### src/rtl/seg_frame_encoder_pkg.sv
// Shared constants for the segment frame encoder: glyph bytes, segment bit positions, FSM states.
package seg_pkg;

    localparam int SEG_A  = 7;
    localparam int SEG_B  = 6;
    localparam int SEG_C  = 5;
    localparam int SEG_D  = 4;
    localparam int SEG_E  = 3;
    localparam int SEG_F  = 2;
    localparam int SEG_G  = 1;
    localparam int SEG_DP = 0;

    localparam logic [7:0] GLYPH_0     = 8'hFC;
    localparam logic [7:0] GLYPH_1     = 8'h60;
    localparam logic [7:0] GLYPH_2     = 8'hDA;
    localparam logic [7:0] GLYPH_3     = 8'hF2;
    localparam logic [7:0] GLYPH_4     = 8'h66;
    localparam logic [7:0] GLYPH_5     = 8'hB6;
    localparam logic [7:0] GLYPH_6     = 8'hBE;
    localparam logic [7:0] GLYPH_7     = 8'hE0;
    localparam logic [7:0] GLYPH_8     = 8'hFE;
    localparam logic [7:0] GLYPH_9     = 8'hF6;
    localparam logic [7:0] GLYPH_A     = 8'hEE;
    localparam logic [7:0] GLYPH_B     = 8'h3E;
    localparam logic [7:0] GLYPH_C     = 8'h9C;
    localparam logic [7:0] GLYPH_D     = 8'h7A;
    localparam logic [7:0] GLYPH_E     = 8'h9E;
    localparam logic [7:0] GLYPH_F     = 8'h8E;
    localparam logic [7:0] GLYPH_DASH  = 8'h02;
    localparam logic [7:0] GLYPH_BLANK = 8'h00;

    typedef enum logic {IDLE, SEND} state_t;

endpackage

### src/rtl/seg_frame_encoder_if.sv
// Frame-load and segment-stream bus of the encoder; blink_mask_i exists only with SEG_BLINK_EN.
interface seg_frame_encoder_if #(parameter int DIGITS = 8);
    logic                  load_i;
    logic [4*DIGITS-1:0]   digits_i;
    logic [DIGITS-1:0]     dp_i;
    logic                  hex_mode_i;
    logic                  lzb_i;
`ifdef SEG_BLINK_EN
    logic [DIGITS-1:0]     blink_mask_i;
`endif
    logic                  busy_o;
    logic                  out_valid_o;
    logic                  out_ready_i;
    logic [3:0]            out_addr_o;
    logic [7:0]            out_data_o;
    logic                  out_last_o;
    logic                  done_o;

    modport slave (
        input  load_i, digits_i, dp_i, hex_mode_i, lzb_i, out_ready_i,
`ifdef SEG_BLINK_EN
        input  blink_mask_i,
`endif
        output busy_o, out_valid_o, out_addr_o, out_data_o, out_last_o, done_o
    );

    modport master (
        output load_i, digits_i, dp_i, hex_mode_i, lzb_i, out_ready_i,
`ifdef SEG_BLINK_EN
        output blink_mask_i,
`endif
        input  busy_o, out_valid_o, out_addr_o, out_data_o, out_last_o, done_o
    );
endinterface

### src/rtl/seg_glyph_rom.sv
// Nibble to 7-segment glyph; A..F only in hex mode, otherwise a dash marks an out-of-range digit.
import seg_pkg::*;

module seg_glyph_rom (
    input  logic [3:0] i_nibble,
    input  logic       i_hex_mode,
    output logic [7:0] o_glyph
);
    always_comb begin
        o_glyph = GLYPH_DASH;
        case (i_nibble)
            4'd0:  o_glyph = GLYPH_0;
            4'd1:  o_glyph = GLYPH_1;
            4'd2:  o_glyph = GLYPH_2;
            4'd3:  o_glyph = GLYPH_3;
            4'd4:  o_glyph = GLYPH_4;
            4'd5:  o_glyph = GLYPH_5;
            4'd6:  o_glyph = GLYPH_6;
            4'd7:  o_glyph = GLYPH_7;
            4'd8:  o_glyph = GLYPH_8;
            4'd9:  o_glyph = GLYPH_9;
            4'd10: o_glyph = i_hex_mode ? GLYPH_A : GLYPH_DASH;
            4'd11: o_glyph = i_hex_mode ? GLYPH_B : GLYPH_DASH;
            4'd12: o_glyph = i_hex_mode ? GLYPH_C : GLYPH_DASH;
            4'd13: o_glyph = i_hex_mode ? GLYPH_D : GLYPH_DASH;
            4'd14: o_glyph = i_hex_mode ? GLYPH_E : GLYPH_DASH;
            default: o_glyph = i_hex_mode ? GLYPH_F : GLYPH_DASH;
        endcase
    end
endmodule

### src/rtl/seg_frame_encoder.sv
// Latches a multi-digit frame and streams one segment byte per digit to the TM1638 driver.
// Optional blink mask enabled by defining SEG_BLINK_EN.
import seg_pkg::*;

module seg_frame_encoder #(
    parameter int DIGITS       = 8,
    parameter int BLINK_CYCLES = 25_000_000
) (
    input  logic                clk,
    input  logic                rst_n,
    seg_frame_encoder_if.slave  bus
);
    // state | meaning
    // IDLE  | waiting for load_i, outputs quiet
    // SEND  | streaming beat r_index, held until accepted
    localparam logic [3:0] LAST_IDX = 4'(DIGITS - 1);

    if (DIGITS < 1 || DIGITS > 8) begin : g_bad_digits
        $error("seg_frame_encoder: DIGITS must be 1..8");
    end
    if (BLINK_CYCLES < 1) begin : g_bad_blink
        $error("seg_frame_encoder: BLINK_CYCLES must be positive");
    end

    state_t              r_state;
    logic [3:0]          r_index;
    logic [4*DIGITS-1:0] r_digits;
    logic [DIGITS-1:0]   r_dp;
    logic                r_hex;
    logic                r_lzb;
    logic                r_busy, r_valid, r_last, r_done;
    logic [3:0]          r_addr;
    logic [7:0]          r_data;

    logic [4*DIGITS-1:0] w_sel_digits;
    logic [DIGITS-1:0]   w_sel_dp, w_sel_mask;
    logic                w_sel_hex, w_sel_lzb, w_sel_phase;
    logic [3:0]          w_sel_idx;
    logic [3:0]          w_nibble;
    logic                w_dp, w_masked, w_prefix_zero, w_blink_off;
    logic [7:0]          w_glyph, w_byte;

`ifdef SEG_BLINK_EN
    localparam int BCW = $clog2(BLINK_CYCLES + 1);
    logic [BCW-1:0]    r_blink_cnt;
    logic              r_blink_on;
    logic [DIGITS-1:0] r_mask;
    logic              r_phase;

    always_ff @(posedge clk) begin
        if (!rst_n) begin
            r_blink_cnt <= BCW'(BLINK_CYCLES - 1);
            r_blink_on  <= 1'b1;
        end else if (r_blink_cnt == '0) begin
            r_blink_cnt <= BCW'(BLINK_CYCLES - 1);
            r_blink_on  <= ~r_blink_on;
        end else begin
            r_blink_cnt <= r_blink_cnt - 1'b1;
        end
    end
`endif

    // The output byte is registered, so in IDLE the first beat comes straight from the inputs.
    always_comb begin
        if (r_state == IDLE) begin
            w_sel_digits = bus.digits_i;
            w_sel_dp     = bus.dp_i;
            w_sel_hex    = bus.hex_mode_i;
            w_sel_lzb    = bus.lzb_i;
            w_sel_idx    = 4'd0;
        end else begin
            w_sel_digits = r_digits;
            w_sel_dp     = r_dp;
            w_sel_hex    = r_hex;
            w_sel_lzb    = r_lzb;
            w_sel_idx    = (r_index == LAST_IDX) ? LAST_IDX : r_index + 4'd1;
        end
`ifdef SEG_BLINK_EN
        w_sel_mask  = (r_state == IDLE) ? bus.blink_mask_i : r_mask;
        w_sel_phase = (r_state == IDLE) ? r_blink_on : r_phase;
`else
        w_sel_mask  = '0;
        w_sel_phase = 1'b1;
`endif
    end

    always_comb begin
        w_nibble      = 4'd0;
        w_dp          = 1'b0;
        w_masked      = 1'b0;
        w_prefix_zero = 1'b1;
        for (int j = 0; j < DIGITS; j++) begin
            if (4'(j) == w_sel_idx) begin
                w_nibble = w_sel_digits[4*j +: 4];
                w_dp     = w_sel_dp[j];
                w_masked = w_sel_mask[j];
            end
            if (4'(j) <= w_sel_idx && w_sel_digits[4*j +: 4] != 4'd0)
                w_prefix_zero = 1'b0;
        end
    end

    seg_glyph_rom u_glyph_rom (
        .i_nibble   (w_nibble),
        .i_hex_mode (w_sel_hex),
        .o_glyph    (w_glyph)
    );

    assign w_blink_off = w_masked && !w_sel_phase;

    always_comb begin
        if (w_blink_off || (w_sel_lzb && w_prefix_zero && w_sel_idx != LAST_IDX))
            w_byte = GLYPH_BLANK;
        else
            w_byte = w_glyph;
        w_byte[SEG_DP] = w_dp && !w_blink_off;
    end

    always_ff @(posedge clk) begin
        if (!rst_n) begin
            r_state  <= IDLE;
            r_index  <= 4'd0;
            r_digits <= '0;
            r_dp     <= '0;
            r_hex    <= 1'b0;
            r_lzb    <= 1'b0;
            r_busy   <= 1'b0;
            r_valid  <= 1'b0;
            r_addr   <= 4'd0;
            r_data   <= 8'h00;
            r_last   <= 1'b0;
            r_done   <= 1'b0;
`ifdef SEG_BLINK_EN
            r_mask   <= '0;
            r_phase  <= 1'b1;
`endif
        end else begin
            r_done <= 1'b0;
            case (r_state)
                IDLE: begin
                    if (bus.load_i) begin
                        r_digits <= bus.digits_i;
                        r_dp     <= bus.dp_i;
                        r_hex    <= bus.hex_mode_i;
                        r_lzb    <= bus.lzb_i;
`ifdef SEG_BLINK_EN
                        r_mask   <= bus.blink_mask_i;
                        r_phase  <= r_blink_on;
`endif
                        r_state  <= SEND;
                        r_index  <= 4'd0;
                        r_busy   <= 1'b1;
                        r_valid  <= 1'b1;
                        r_addr   <= 4'd0;
                        r_data   <= w_byte;
                        r_last   <= (LAST_IDX == 4'd0);
                    end
                end
                SEND: begin
                    if (r_valid && bus.out_ready_i) begin
                        if (r_index == LAST_IDX) begin
                            r_state <= IDLE;
                            r_busy  <= 1'b0;
                            r_valid <= 1'b0;
                            r_last  <= 1'b0;
                            r_done  <= 1'b1;
                        end else begin
                            r_index <= w_sel_idx;
                            r_addr  <= {w_sel_idx[2:0], 1'b0};
                            r_data  <= w_byte;
                            r_last  <= (w_sel_idx == LAST_IDX);
                        end
                    end
                end
                default: r_state <= IDLE;
            endcase
        end
    end

    assign bus.busy_o      = r_busy;
    assign bus.out_valid_o = r_valid;
    assign bus.out_addr_o  = r_addr;
    assign bus.out_data_o  = r_data;
    assign bus.out_last_o  = r_last;
    assign bus.done_o      = r_done;
endmodule

### src/flat_wrapper.sv
// flat-port wrapper written by rule: the top's interface ports become plain ports
module seg_frame_encoder_flat 
#(
    parameter int DIGITS       = 8,
    parameter int BLINK_CYCLES = 25_000_000
)
  (clk, rst_n, bus_load_i, bus_digits_i, bus_dp_i, bus_hex_mode_i, bus_lzb_i, bus_out_ready_i, bus_busy_o, bus_out_valid_o, bus_out_addr_o, bus_out_data_o, bus_out_last_o, bus_done_o);
  seg_frame_encoder_if #(.DIGITS(DIGITS)) bus_i ();
  input  logic clk;
  input  logic rst_n;
  input wire logic [$bits(bus_i.load_i)-1:0] bus_load_i;
  input wire logic [$bits(bus_i.digits_i)-1:0] bus_digits_i;
  input wire logic [$bits(bus_i.dp_i)-1:0] bus_dp_i;
  input wire logic [$bits(bus_i.hex_mode_i)-1:0] bus_hex_mode_i;
  input wire logic [$bits(bus_i.lzb_i)-1:0] bus_lzb_i;
  input wire logic [$bits(bus_i.out_ready_i)-1:0] bus_out_ready_i;
  output wire logic [$bits(bus_i.busy_o)-1:0] bus_busy_o;
  output wire logic [$bits(bus_i.out_valid_o)-1:0] bus_out_valid_o;
  output wire logic [$bits(bus_i.out_addr_o)-1:0] bus_out_addr_o;
  output wire logic [$bits(bus_i.out_data_o)-1:0] bus_out_data_o;
  output wire logic [$bits(bus_i.out_last_o)-1:0] bus_out_last_o;
  output wire logic [$bits(bus_i.done_o)-1:0] bus_done_o;
  assign bus_i.load_i = bus_load_i;
  assign bus_i.digits_i = bus_digits_i;
  assign bus_i.dp_i = bus_dp_i;
  assign bus_i.hex_mode_i = bus_hex_mode_i;
  assign bus_i.lzb_i = bus_lzb_i;
  assign bus_i.out_ready_i = bus_out_ready_i;
  assign bus_busy_o = bus_i.busy_o;
  assign bus_out_valid_o = bus_i.out_valid_o;
  assign bus_out_addr_o = bus_i.out_addr_o;
  assign bus_out_data_o = bus_i.out_data_o;
  assign bus_out_last_o = bus_i.out_last_o;
  assign bus_done_o = bus_i.done_o;
  seg_frame_encoder #(.DIGITS(DIGITS), .BLINK_CYCLES(BLINK_CYCLES)) u_core (.clk(clk), .rst_n(rst_n), .bus(bus_i));
endmodule
### config.mk
export PLATFORM = sky130hd
export DESIGN_NAME = seg_frame_encoder_flat
export DESIGN_NICKNAME = d
export VERILOG_FILES = /design/src/rtl/seg_frame_encoder_pkg.sv /design/src/rtl/seg_frame_encoder_if.sv /design/src/rtl/seg_glyph_rom.sv /design/src/rtl/seg_frame_encoder.sv /design/src/flat_wrapper.sv
export SDC_FILE = /design/constraint.sdc
export NUM_CORES = 1
export LEC_CHECK = 0
export CORE_MARGIN = 5
export CORE_UTILIZATION = 40
export DETAILED_ROUTE_END_ITERATION = 6
export HOLD_SLACK_MARGIN = 0.02
export MAX_ROUTING_LAYER = met4
export SLEW_MARGIN = 20
export SYNTH_ARGS = -nofsm -noshare
export SYNTH_HDL_FRONTEND = slang
export SYNTH_SLANG_ARGS = --single-unit
### constraint.sdc
create_clock -name clk -period 4.4 [get_ports clk]
set_input_delay 0.88 -clock clk [delete_from_list [all_inputs] [get_ports clk]]
set_output_delay 0.88 -clock clk [all_outputs]
set_load 0.02 [all_outputs]
* Word level (Yosys, flattened, before mapping) *
Index checks and enable logic that the tools add are counted.

word-level totals
  bits of input ports = 46
  bits in registers = 62
  output and inout bits = 16
  word-level logic and storage cells = 137

cells by class
  equal/unequal tests = 28
  reductions and logical operators = 26
  bitwise operators = 1
  muxes and demuxes = 62
  $lt $le $gt $ge = 8
  $add $sub $neg = 1

operators with widths
  operator                                                       count
  one-hot mux 8 bit (15 select lines)                            1
  2-to-1 mux 8 bit                                               9
  2-to-1 mux 4 bit                                               15
  2-to-1 mux 32 bit                                              1
  nonzero test 4 bit                                             8
  equality test 4 bit, second input constant                     7
  2-to-1 mux 1 bit                                               28
  equality test 4 x 3 -> 1 bit, second input constant            6
  equality test 3 x 4 -> 1 bit, first input constant             4
  less-or-equal comparator 3 x 4 -> 1 bit, first input constant  4
  one-hot mux 4 bit (2 select lines)                             2
  one-hot mux 8 bit (2 select lines)                             1
  logical AND 1 bit                                              11
  AND reduction 3 bit                                            3
  equality test 2 x 4 -> 1 bit, first input constant             2
  equality test 4 x 2 -> 1 bit, second input constant            2
  less-or-equal comparator 1 x 4 -> 1 bit, first input constant  2
  less-or-equal comparator 2 x 4 -> 1 bit, first input constant  2
  logical NOT 4 bit                                              2
  != test 2 bit, second input constant                           4
  2-to-1 mux 7 bit                                               1
  2-to-1 mux 6 bit                                               1
  one-hot mux 1 bit (2 select lines)                             3
  adder 4 x 1 -> 4 bit, second input constant                    1
  5 further kinds                                                6

* Depth between registers and ports, before layout *
  depth in word-level cells = 19
  gate-level depth with buffers = 12
  gate-level depth less buffers = 9

* Cells and area by module *
From an unflattened synthesis, not the netlist that was laid out.

unflattened totals
  cell total of the unflattened synthesis = 447
  area, all modules = 3402.0 sq um

by module, submodules not included
  module             seq. area each (sq um)  area an instance (sq um)  instances  cells each
  seg_frame_encoder  1161.1                  3153.0                    1          408
  seg_glyph_rom      0.0                     249.0                     1          39

* Worst setup path before layout *
No wires, ideal clock.

  path type = reg2reg
  from = register u_core.r_index[1]
  to = register u_core.r_data[4] (netlist: u_core.bus.out_data_o[4])
  setup time = 0.117 ns
  data required time = 4.283 ns
  stages on the path, launching flop included = 11
  path slack = 1.770 ns
  clock period less this slack = 2.630 ns
  buffers on the path = 1
  arrival = 2.512 ns
  cell sequence = dfxtp_1 > ha_1 > buf_2 > nand2_1 > a21boi_0 > a2bb2oi_1 > a2bb2oi_1 > a221o_2 > nand2_1 > a211o_1 > a32o_1

between the ends
  cells in the longest elaborated chain, start to end = 19
  elaborated cells on any way between the ends = 70
  those cells by class = 1 x add/sub; 8 x order compare; 24 x eq/ne; 24 x mux; 13 x reduce/logical

RTL lines
  item                                                           RTL line                  RTL
  start, declared                                                seg_frame_encoder.sv:26   logic [3:0] r_index;
  start signal, assigned                                         seg_frame_encoder.sv:168  r_index <= w_sel_idx;
  branches (longest 19 deep; another with adder 4 x 1 -> 4 bit)  --
  end signal, assigned                                           seg_frame_encoder.sv:155  r_data <= w_byte;
  end signal, assigned                                           seg_frame_encoder.sv:170  r_data <= w_byte;
  end, declared                                                  seg_frame_encoder.sv:33   logic [7:0] r_data;

Parallel ways; which one is timed is not known. The select of a mux whose other input is x is not followed.
A chain may end at the register's enable or synchronous reset.

* Worst setup path after layout *
Ends and elaborated chain as after synthesis.

==> impl_metrics.tcl <==
set metrics [dict create \
    outcome "finished, final reports clean" \
    pwr-share-comb 0.200 \
    vdd_drop_max_mv 0.123 \
    fin_crit_sh 0.784 \
    slew_headroom 0.454 \
    seq_area_frac_synth 0.336 \
    crit_arrival_ns 3.68 \
    antenna_found_initial 0 \
    cts_tree "built" \
    tightest_slew_ns 0.813 \
    core_region_area_um2 8550 \
    utilization 0.491 \
    crit_required_ns 4.63 \
    timing.hold.ws_ns 0.462 \
    num_vias 3343 \
    rows 34 \
    start_util 0.404 \
    sequentialPowerShare 0.469 \
    grt_pass1_vias 3145 \
    globalRouteOverflowTotal 0 \
    critPathKind "reg -> reg" \
    fin_crit_ns 3.45 \
    cts.clk_slew.worst_paths_ns 0.06 \
    post-cts-setup-buffer-count 0 \
    synth.distinct_cells 71 \
    drv_slew 0 \
    netSwitchingPower_mw 0.367 \
    critical-path-top-delay-family "compound AO/OA/AOI/OAI gates" \
    root_buffer "clkbuf_8" \
    power_density_nw_per_um2 295 \
    postCtsResizedCells 0 \
    numCtsBuffers 9 \
    die-area_um2 10600 \
    hold_class "reg -> reg" \
    finalHoldViolations 0 \
    syn_avg_cell_area_um2 7.93 \
    maxCapViolations 0 \
    slowest_delay_ns 0.84 \
    placedCellCount 573 \
    drc 0 \
    fillers 885 \
    die_w_um 103 \
    grt_setup_unrepaired "no" \
    fmax_ghz 0.290 \
    cp.buffers_inverters 0 \
    cts_hold_buf 0 \
    synth_area_um2 3460 \
    diodes 0 \
    leakage_nw 1.48 \
    fin_worst_skew_ns 0.0100 \
    drt_wl_total_mm 9.76 \
    cts_max_level 3 \
    max-clock-path-buffers 2 \
    dp_hpwl_mm 7.06 \
    wl_per_cell_um 16.6 \
    num_io_pins 62 \
    path_cells "ha_1, mux2_2, a21oi_1, o21ai_0, o21a_1, a221oi_4, nand2_1, a211o_1, a32o_1" \
    synth-edff-count 0 \
    synth_seq_cells 58 \
    portBuffers 60 \
    setup_tns_ns 0 \
    clock_latency_ns 0.34 \
    synth-main-ff-cell "dfxtp_1" \
    drtPass1Iterations 5 \
    synth_fp_nets 483 \
    cp_max_fo 21 \
    end_kind "flip-flop" \
    drt-vias-per-instance 5.69 \
    internal_power_mw 0.872 \
    syn_to_final_growth_pct 21.4 \
    cp-start-kind "flip-flop" \
    grtUsageTotal 0.197 \
    drive_gt1_frac 0.0979 \
    final_cells 588 \
    place_congestion 0.919 \
    grt_max_degree 48 \
    clock_sinks 58 \
    pwr-share-clk 0.331 \
    grt_pass1_wl_mm 15.7 \
    yosysWarnings 0 \
    ys_async_sr_fraction 0 \
    detail-route-antenna-nets 0 \
    post-place-ws_ns 1.00 \
    drt_first_iter_violations 287 \
    syn_inst 436 \
    p_sw_frac 0.296 \
    setup_viol 0 \
    die_y_um 103 \
    fin_nets 523 \
    cp_slowest_cell "ha_1" \
    worst_slack_ns 0.951 \
]
registers in the layout, summed over array words and instances (netlist names):
signal and count:
u_core.bus.busy_o 1, u_core.bus.done_o 1, u_core.bus.out_data_o 8, u_core.bus.out_last_o 1, u_core.r_digits 32, u_core.r_dp 8, u_core.r_hex 1, u_core.r_index 4
u_core.r_lzb 1, u_core.r_state 1
worst reg2reg max path, delay by kind of cell (launching register included):
kind,cells,cell delay (ns)
and+or+nand+nor,1,0.15
AOI/OAI and AO/OA,6,1.55
muxes,1,0.42
DFF,1,0.38
adders and majority gates,1,0.84
kinds of logic (layout without fill, tap and decap cells):
family / Yosys count / after routing / share of synthesized area
and+or+nand+nor: 188 / 188 / 0.254
other: 1 / 1 / 0.00108
AOI/OAI and AO/OA: 139 / 139 / 0.312
buffers and inverters: 38 / 82 / 0.0601
adders and majority gates: 2 / 2 / 0.00688
muxes: 10 / 10 / 0.0300
DFF: 58 / 58 / 0.336
power by group through the flow:
stage / Sequential, mW / Combinational, mW / Clock [mW]
finish: 0.581 / 0.248 / 0.409
CTS: 0.580 / 0.249 / 0.424
global placement: 0.591 / 0.244 / 0
detailed placement: 0.592 / 0.248 / 0
floorplan: 0.595 / 0.145 / 0
global route: 0.584 / 0.272 / 0.445
per-layer routing:
metal | vias up | global-route usage | routed length, um
met5 | - | - | 0
met4 | 0 | 0.0807 | 195
met3 | 18 | 0.0332 | 525
met2 | 121 | 0.292 | 4380
met1 | 1563 | 0.265 | 4660
li1 | 1641 | - | -
through the flow:
stage          instance area (um2)  total power, mW
3_5_place_dp                  4040            0.840
4_1_cts                       4200             1.25
3_3_place_gp                  4040            0.835
5_1_grt                       4200             1.30
2_1_floorplan                 3460            0.740
6_report                      4200             1.24
worst paths after layout:
kind / end / startpoint / depth (start not counted) / slack, ns
setup / recovery: u_core.bus.out_data_o[4] / u_core.r_index[1] / 9 / 0.95
hold / removal: u_core.bus.out_data_o[1] / u_core.bus.out_data_o[1] / 2 / 0.46
setup reg to reg: u_core.bus.out_data_o[4] / u_core.r_index[1] / 9 / 0.95
hold reg to reg: u_core.bus.out_data_o[1] / u_core.bus.out_data_o[1] / 2 / 0.46
Yosys cell counts, drive strengths merged (2+ instances only):
master   number  area share
nand2b        7       0.013
a2bb2oi       2      0.0051
a32oi         2      0.0051
o31ai         3      0.0080
a211oi        3      0.0080
and2          4      0.0072
o22ai         6       0.013
o21ai        18       0.029
dfxtp        58        0.34
mux2          3      0.0098
nor4         12       0.024
nand3         5      0.0072
o211ai        4       0.014
nor2         23       0.029
mux2i         7       0.020
a31oi         4      0.0072
nor3b         2      0.0043
a41oi         2      0.0072
o32a          2      0.0058
buf          22       0.043
a22oi         3      0.0065
nor3          3      0.0043
nand2       113        0.12
a21oi        20       0.029
and3          5      0.0090
a31o          2      0.0051
o21a          3      0.0065
and3b         2      0.0054
clkbuf       15       0.016
a32o          2      0.0058
nor2b         5      0.0090
o21bai        2      0.0043
or3           2      0.0051
a2111oi       2      0.0087
a21boi       47        0.10
a221oi        3       0.018
final cells by class:
class	instances	area, um2	share of cell area
sequential	58	1160	0.277
inverter	1	3.75	0.000894
timing repair buffer	66	646	0.154
clock inverter	5	32.5	0.00775
multi-input combinational	340	2090	0.498
clock buffer	10	128	0.0304
tap	108	135	0.0322
cell usage in the layout (no fill, tap or decap), types with 3 or more instances in the layout:
master and instances:
o21a_1 3, mux2i_1 7, nor3_1 3, nand2b_1 7, a21oi_1 20, a21boi_0 47
clkbuf_8 9, a31oi_1 4, nor2_1 20, buf_4 6, mux2_2 3, and2_1 4
o21ai_2 3, a22oi_1 3, nand2_1 113, and3_1 5, clkdlybuf4s50_1 60, nor4_1 11
o21ai_0 13, o22ai_1 5, nand3_1 5, dfxtp_1 58, nor2b_1 4, clkinvlp_4 3
No activity file was read; power rests on OpenSTA's default activity.
